File: src/rtl/mem_lsu.sv
`timescale 1ns/1ps
// mem_lsu: memory stage. Issues byte/half/word loads and stores on the
// data-SRAM request/response bus, formats load data, and registers the
// result toward write-back. It stalls upstream while a transaction is open.
// Optional build macro: MEM_ALIGN_CHECK_EN (misaligned accesses trap
// instead of being forced to alignment).

`ifndef EXE_LD_B_OP
`define EXE_LD_B_OP  8'h28
`endif
`ifndef EXE_LD_H_OP
`define EXE_LD_H_OP  8'h29
`endif
`ifndef EXE_LD_W_OP
`define EXE_LD_W_OP  8'h2A
`endif
`ifndef EXE_ST_B_OP
`define EXE_ST_B_OP  8'h2B
`endif
`ifndef EXE_ST_H_OP
`define EXE_ST_H_OP  8'h2C
`endif
`ifndef EXE_ST_W_OP
`define EXE_ST_W_OP  8'h2D
`endif
`ifndef EXE_LD_BU_OP
`define EXE_LD_BU_OP 8'h2E
`endif
`ifndef EXE_LD_HU_OP
`define EXE_LD_HU_OP 8'h2F
`endif

module mem_lsu #(
  parameter int ADDR_W = 32,
  parameter int DATA_W = 32
) (
  input  logic              clk,
  input  logic              rst,
  input  logic              valid_i,
  input  logic [7:0]        aluop_i,
  input  logic [4:0]        wd_i,
  input  logic              wreg_i,
  input  logic [DATA_W-1:0] wdata_i,
  input  logic [ADDR_W-1:0] mem_addr_i,
  input  logic [DATA_W-1:0] reg2_i,
  input  logic [31:0]       pc_i,
  input  logic [1:0]        excepttype_i,
  input  logic              flush_i,
  output logic              data_req_o,
  output logic              data_wr_o,
  output logic [1:0]        data_size_o,
  output logic [ADDR_W-1:0] data_addr_o,
  output logic [3:0]        data_wstrb_o,
  output logic [DATA_W-1:0] data_wdata_o,
  input  logic              data_addr_ok_i,
  input  logic              data_data_ok_i,
  input  logic [DATA_W-1:0] data_rdata_i,
  output logic              valid_o,
  output logic [4:0]        wd_o,
  output logic              wreg_o,
  output logic [DATA_W-1:0] wdata_o,
  output logic [31:0]       pc_o,
  output logic [1:0]        excepttype_o,
  output logic              stallreq
);

  typedef enum logic [1:0] {IDLE = 2'd0, REQ = 2'd1, WAIT = 2'd2} state_t;

  function automatic logic op_is_mem(input logic [7:0] op);
    case (op)
      `EXE_LD_B_OP, `EXE_LD_H_OP, `EXE_LD_W_OP, `EXE_LD_BU_OP, `EXE_LD_HU_OP,
      `EXE_ST_B_OP, `EXE_ST_H_OP, `EXE_ST_W_OP: return 1'b1;
      default: return 1'b0;
    endcase
  endfunction

  function automatic logic op_is_store(input logic [7:0] op);
    case (op)
      `EXE_ST_B_OP, `EXE_ST_H_OP, `EXE_ST_W_OP: return 1'b1;
      default: return 1'b0;
    endcase
  endfunction

  // 0 = byte, 1 = half, 2 = word
  function automatic logic [1:0] op_size(input logic [7:0] op);
    case (op)
      `EXE_LD_B_OP, `EXE_LD_BU_OP, `EXE_ST_B_OP: return 2'd0;
      `EXE_LD_H_OP, `EXE_LD_HU_OP, `EXE_ST_H_OP: return 2'd1;
      default: return 2'd2;
    endcase
  endfunction

  // Low address bits with alignment forced for half and word accesses
  function automatic logic [1:0] align_off(input logic [1:0] sz, input logic [1:0] lo);
    case (sz)
      2'd0: return lo;
      2'd1: return {lo[1], 1'b0};
      default: return 2'b00;
    endcase
  endfunction

  function automatic logic [3:0] store_strb(input logic [1:0] sz, input logic [1:0] off);
    case (sz)
      2'd0: return 4'b0001 << off;
      2'd1: return off[1] ? 4'b1100 : 4'b0011;
      default: return 4'b1111;
    endcase
  endfunction

  function automatic logic [DATA_W-1:0] store_lanes(input logic [1:0] sz, input logic [DATA_W-1:0] d);
    case (sz)
      2'd0: return {4{d[7:0]}};
      2'd1: return {2{d[15:0]}};
      default: return d;
    endcase
  endfunction

  function automatic logic [DATA_W-1:0] load_fmt(input logic [7:0] op, input logic [1:0] off,
                                                 input logic [DATA_W-1:0] rdata);
    logic [7:0]         b;
    logic [15:0]        h;
    logic signed [7:0]  b_s;
    logic signed [15:0] h_s;
    case (off)
      2'd0: b = rdata[7:0];
      2'd1: b = rdata[15:8];
      2'd2: b = rdata[23:16];
      default: b = rdata[31:24];
    endcase
    h   = off[1] ? rdata[31:16] : rdata[15:0];
    b_s = b;
    h_s = h;
    case (op)
      `EXE_LD_B_OP:  return DATA_W'(b_s);
      `EXE_LD_BU_OP: return DATA_W'(b);
      `EXE_LD_H_OP:  return DATA_W'(h_s);
      `EXE_LD_HU_OP: return DATA_W'(h);
      default:       return rdata;
    endcase
  endfunction

`ifdef MEM_ALIGN_CHECK_EN
  function automatic logic misaligned(input logic [1:0] sz, input logic [1:0] lo);
    return ((sz == 2'd1) && lo[0]) || ((sz == 2'd2) && (lo != 2'b00));
  endfunction
`endif

  state_t state, state_nxt;

  logic [7:0]        aluop_p1;
  logic [ADDR_W-1:0] addr_p1;
  logic [1:0]        size_p1;
  logic              wr_p1;
  logic [3:0]        wstrb_p1;
  logic [DATA_W-1:0] wlane_p1;
  logic [4:0]        wd_p1;
  logic              wreg_p1;
  logic [DATA_W-1:0] wdata_p1;
  logic [31:0]       pc_p1;
  logic [1:0]        exc_p1;
  logic              kill_p1;

  logic              vld_p2;
  logic [4:0]        wd_p2;
  logic              wreg_p2;
  logic [DATA_W-1:0] wdata_p2;
  logic [31:0]       pc_p2;
  logic [1:0]        exc_p2;

  logic       in_mem, in_store, in_mis;
  logic [1:0] in_size, in_off;
  logic       accept_mem, accept_direct, done, kill_now;

  assign in_mem   = op_is_mem(aluop_i);
  assign in_store = op_is_store(aluop_i);
  assign in_size  = op_size(aluop_i);
  assign in_off   = align_off(in_size, mem_addr_i[1:0]);
`ifdef MEM_ALIGN_CHECK_EN
  assign in_mis   = in_mem && misaligned(in_size, mem_addr_i[1:0]);
`else
  assign in_mis   = 1'b0;
`endif

  // Misaligned (trapping) mem ops take the single-cycle path like ALU results
  assign accept_mem    = (state == IDLE) && valid_i && !flush_i && in_mem && !in_mis;
  assign accept_direct = (state == IDLE) && valid_i && !flush_i && !(in_mem && !in_mis);
  assign done          = ((state == REQ) && data_addr_ok_i && data_data_ok_i) ||
                         ((state == WAIT) && data_data_ok_i);
  assign kill_now      = kill_p1 | flush_i;

  // State register
  always_ff @(posedge clk) begin
    if (!rst) state <= IDLE;
    else      state <= state_nxt;
  end

  // Next-state logic; a flush in REQ without addr_ok withdraws the request
  always_comb begin
    state_nxt = state;
    case (state)
      IDLE: if (accept_mem) state_nxt = REQ;
      REQ: begin
        if (data_addr_ok_i)  state_nxt = data_data_ok_i ? IDLE : WAIT;
        else if (flush_i)    state_nxt = IDLE;
      end
      WAIT: if (data_data_ok_i) state_nxt = IDLE;
      default: state_nxt = IDLE;
    endcase
  end

  // Bus request and stall; both forced low while reset is asserted
  always_comb begin
    data_req_o = rst && (state == REQ);
    stallreq   = rst && (accept_mem || (((state == REQ) || (state == WAIT)) && !done));
  end

  // Kill flag: an accepted request that was flushed still drains its response
  always_ff @(posedge clk) begin
    if (!rst)                                                 kill_p1 <= 1'b0;
    else if (accept_mem)                                      kill_p1 <= 1'b0;
    else if ((state == REQ) && data_addr_ok_i && !data_data_ok_i) kill_p1 <= flush_i;
    else if (state == WAIT)                                   kill_p1 <= kill_p1 | flush_i;
  end

  // ---- stage p1: latched request, held stable on the bus until accepted ----
  always_ff @(posedge clk) begin
    if (!rst) begin
      aluop_p1 <= '0;
      addr_p1  <= '0;
      size_p1  <= '0;
      wr_p1    <= 1'b0;
      wstrb_p1 <= '0;
      wlane_p1 <= '0;
      wd_p1    <= '0;
      wreg_p1  <= 1'b0;
      wdata_p1 <= '0;
      pc_p1    <= '0;
      exc_p1   <= '0;
    end else if (accept_mem) begin
      aluop_p1 <= aluop_i;
      addr_p1  <= {mem_addr_i[ADDR_W-1:2], in_off};
      size_p1  <= in_size;
      wr_p1    <= in_store;
      wstrb_p1 <= in_store ? store_strb(in_size, in_off) : 4'b0000;
      wlane_p1 <= in_store ? store_lanes(in_size, reg2_i) : '0;
      wd_p1    <= wd_i;
      wreg_p1  <= wreg_i;
      wdata_p1 <= wdata_i;
      pc_p1    <= pc_i;
      exc_p1   <= excepttype_i;
    end
  end

  assign data_wr_o    = wr_p1;
  assign data_size_o  = size_p1;
  assign data_addr_o  = addr_p1;
  assign data_wstrb_o = wstrb_p1;
  assign data_wdata_o = wlane_p1;

  // ---- stage p2: write-back result, valid for exactly one cycle ----
  always_ff @(posedge clk) begin
    if (!rst) begin
      vld_p2   <= 1'b0;
      wd_p2    <= '0;
      wreg_p2  <= 1'b0;
      wdata_p2 <= '0;
      pc_p2    <= '0;
      exc_p2   <= '0;
    end else begin
      vld_p2 <= 1'b0;
      if (accept_direct) begin
        vld_p2   <= 1'b1;
        wd_p2    <= wd_i;
        wreg_p2  <= wreg_i && !in_mis;
        wdata_p2 <= wdata_i;
        pc_p2    <= pc_i;
        exc_p2   <= excepttype_i | {in_mis, 1'b0};
      end else if (done && !kill_now) begin
        vld_p2   <= 1'b1;
        wd_p2    <= wd_p1;
        wreg_p2  <= wreg_p1 && !wr_p1;
        wdata_p2 <= wr_p1 ? wdata_p1 : load_fmt(aluop_p1, addr_p1[1:0], data_rdata_i);
        pc_p2    <= pc_p1;
        exc_p2   <= exc_p1;
      end
    end
  end

  assign valid_o      = vld_p2;
  assign wd_o         = wd_p2;
  assign wreg_o       = wreg_p2;
  assign wdata_o      = wdata_p2;
  assign pc_o         = pc_p2;
  assign excepttype_o = exc_p2;

endmodule
File: config.mk
export PLATFORM = sky130hd
export DESIGN_NAME = mem_lsu
export DESIGN_NICKNAME = d
export VERILOG_FILES = /design/src/rtl/mem_lsu.sv
export SDC_FILE = /design/constraint.sdc
export NUM_CORES = 1
export LEC_CHECK = 0
export ABC_CLOCK_PERIOD_IN_PS = 5500
export CAP_MARGIN = 20
export CORE_MARGIN = 4
export CORE_UTILIZATION = 51
export CTS_BUF_LIST = sky130_fd_sc_hd__clkbuf_4
export DETAILED_ROUTE_END_ITERATION = 8
export GPL_TIMING_DRIVEN = 1
export HOLD_SLACK_MARGIN = 0.15
export PLACE_DENSITY = 0.84
export SYNTH_ARGS = -nofsm -noshare
export SYNTH_HDL_FRONTEND = slang
export SYNTH_SLANG_ARGS = --single-unit
File: constraint.sdc
create_clock -name clk -period 5.5 [get_ports clk]
set_input_delay 0.55 -clock clk [delete_from_list [all_inputs] [get_ports clk]]
set_output_delay 0.55 -clock clk [all_outputs]
set_load 0.005 [all_outputs]
==> results.cfg <==
[job]
maxCapViolations = 0

[floorplan]
ioPinCount = 328
dieArea_sq_mm = 0.0217
start_util_pct = 52.5
rows = 50
die_w_um = 147
coreArea_sq_mm = 0.0189
die_h_um = 147

[sta]
layout_min_cycle_time_ns = 3.34
post-route-period-util_pct = 60.7
slew_headroom_pct = 27.2
worst_pin_slew_ns = 1.09
whs_ns = 0.429
setup_viol = 0
max_freq_ghz = 0.299
fin_setup_tns_ns = 0
rsz0062_at_grt = no
finalHoldViolCount = 0
final.setup_skew_ns = 0.0566
drv_slew = 0

[detailed_routing]
dr.pass1.iters = 6
drc_errors = 0
wire_per_inst_um = 18.0
ant_nets = 0
drt-met1-wl_um = 12800
drt_iter0_drc = 813
wl_met2_um = 15800
totalWireLength_um = 33400
post_drt_via_cell_ratio = 5.69
top_layer = met5
met3_length_um = 3650
num_vias = 10569

[clock_tree]
clk_pin_slew_ns = 0.06
cts_resized = 0
htree_levels = 2
cts_made_buffers = 58
clk-insertion-delay-late_ns = 0.70
cts_setup_buffers = 0
cts-root-buf = clkbuf_4
cts.sink_count = 227
cts_tree = built
holdBufCountCts = 0
clockBufferDepth = 3

[logic_synthesis]
synth_top_area_share_pct = 45.8
ys_seq_area_share_pct = 45.8
syn_area_per_cell_sq_um = 7.84
synth_common_cells = 357 x nand2_1, 227 x dfxtp_1, 132 x a21oi_1
synthCells = 1265
synth_fp_nets = 1450
async_reset_ff_share_pct = 0
synth-warning-count = 0
yosysUniqueCellTypes = 56
synth_ff_type = dfxtp_1
synth_edf_count = 0
synthTopCellsByArea = dfxtp_1 46%, nand2_1 14%, a21oi_1 6.7%
synth-seq-cells = 227
yosysTopAreaCell = dfxtp_1
synth.most_common_cell = nand2_1
netlist_area_sq_mm = 0.00991

[grt]
first_global_vias = 9848
antenna_found_initial = 3
overflow = 0
grt_max_degree = 103
grt_use_total_pct = 29.2
grt_pass1_wl_um = 52000

[cells_and_area]
stdcell_area_sq_mm = 0.0139
regArea_sq_mm = 0.00454
multi_input_area_sq_mm = 0.00490
area_growth_syn_to_layout_pct = 39.8
fin_nets = 1744
fillers = 1509
drive_above_1_share_pct = 7.34
final_util_pct = 73.4

[worst_setup_path]
crit_fanout = 98
arrival_ns = 3.88
required_ns = 6.04
end_kind = register
reg2reg_slack_ns = 2.16
startpoint_type = register
crit_type = register to register

[placement]
gp_congestion = 0.910
portBuffers = 327
placed_cell_area_sq_mm = 0.0132
dp_hpwl_um = 22500

[min_path]
worst_hold_path_type = input pin to register

[power]
cellPowerDensity_mw_per_mm2 = 247
p_leak_nw = 4.93
finalPower_mw = 3.43
ir_drop_v = 0.000160

[outcome]
status = complete, no violations
[cells in the final DEF (no fill, tap or decap), types with 20 or more instances in the layout]
| master | instances |
|---|---|
| a21oi_1 | 131 |
| nand3_1 | 31 |
| nand2_1 | 357 |
| dfxtp_1 | 227 |
| o22ai_1 | 20 |
| a311oi_1 | 43 |
| a211oi_1 | 26 |
| nor2_1 | 83 |
| o21ai_0 | 53 |
| a21o_1 | 29 |
| clkdlybuf4s50_1 | 327 |
| clkbuf_4 | 80 |
[registers in the layout, indices dropped and copies added (netlist names)]
name / flops
data_addr_o: 32
data_wdata_o: 32
pc_o: 32
pc_p1: 32
wdata_o: 32
wdata_p1: 32
aluop_p1: 8
wd_o: 5
wd_p1: 5
data_wstrb_o: 4
data_size_o: 2
exc_p1: 2
excepttype_o: 2
state: 2
data_wr_o: 1
kill_p1: 1
valid_o: 1
wreg_o: 1
wreg_p1: 1
[power breakdown]
group          leakage, nW  internal [mW]  total [mW]  switching, mW
clock                0.402          0.666        1.33          0.668
sequential            1.84           1.68        1.70         0.0205
combinational         2.69          0.224       0.398          0.174
total                 4.93           2.57        3.43          0.863
[area by class of cell]
| class | count | area share, % |
|---|---|---|
| Clock inverter | 15 | 0.469 |
| Multi-Input combinational cell | 921 | 35.3 |
| Antenna cell | 3 | 0.0542 |
| Inverter | 10 | 0.307 |
| Sequential cell | 227 | 32.8 |
| Timing Repair Buffer | 341 | 24.4 |
| Clock buffer | 80 | 4.33 |
| Tap cell | 260 | 2.35 |
[worst max-delay path, cell delays in order, from the launching register on]
cell	delay (ns)
dfxtp_1	0.33
inv_1	0.07
ha_1	0.24
and3b_1	0.29
nand3_4	0.23
buf_4	0.84
or2_1	0.86
a211oi_1	0.12
a21o_1	0.20
[metrics by stage]
stage          worst slack, ns  cells
6_report                  2.16   1857
2_1_floorplan             3.52   1265
3_3_place_gp              1.76   1758
5_1_grt                   1.95   1856
4_1_cts                   2.19   1854
3_5_place_dp              1.69   1759
[cells by family (layout without fill, tap and decap cells)]
| group | Yosys count | in the layout | synth area share (%) |
|---|---|---|---|
| simple gates | 517 | 517 | 21.4 |
| mux | 22 | 22 | 2.39 |
| flops | 227 | 227 | 45.8 |
| xor+xnor | 3 | 3 | 0.265 |
| buf+inv | 117 | 446 | 5.11 |
| fa+ha+maj | 5 | 5 | 0.581 |
| compound gates | 374 | 374 | 24.4 |
| other cells | 0 | 3 | 0 |
[path summary, 6_finish.rpt]
path / start / to / depth (start not counted)
max: state[0]$_SDFFE_PN0P_ / data_wdata_o[25]$_SDFFE_PN0P_ / 8
min: mem_addr_i[27] / data_addr_o[27]$_SDFFE_PN0P_ / 3
max reg2reg: state[0]$_SDFFE_PN0P_ / data_wdata_o[25]$_SDFFE_PN0P_ / 8
min reg2reg: data_wdata_o[26]$_SDFFE_PN0P_ / data_wdata_o[26]$_SDFFE_PN0P_ / 1
[per-layer routing]
layer	vias to the layer above	global-route usage, %
met5	-	0
met4	2	12.6
met3	83	8.71
met2	596	47.6
met1	4854	36.0
li1	5034	-
Power figures use the tool's default switching activity.
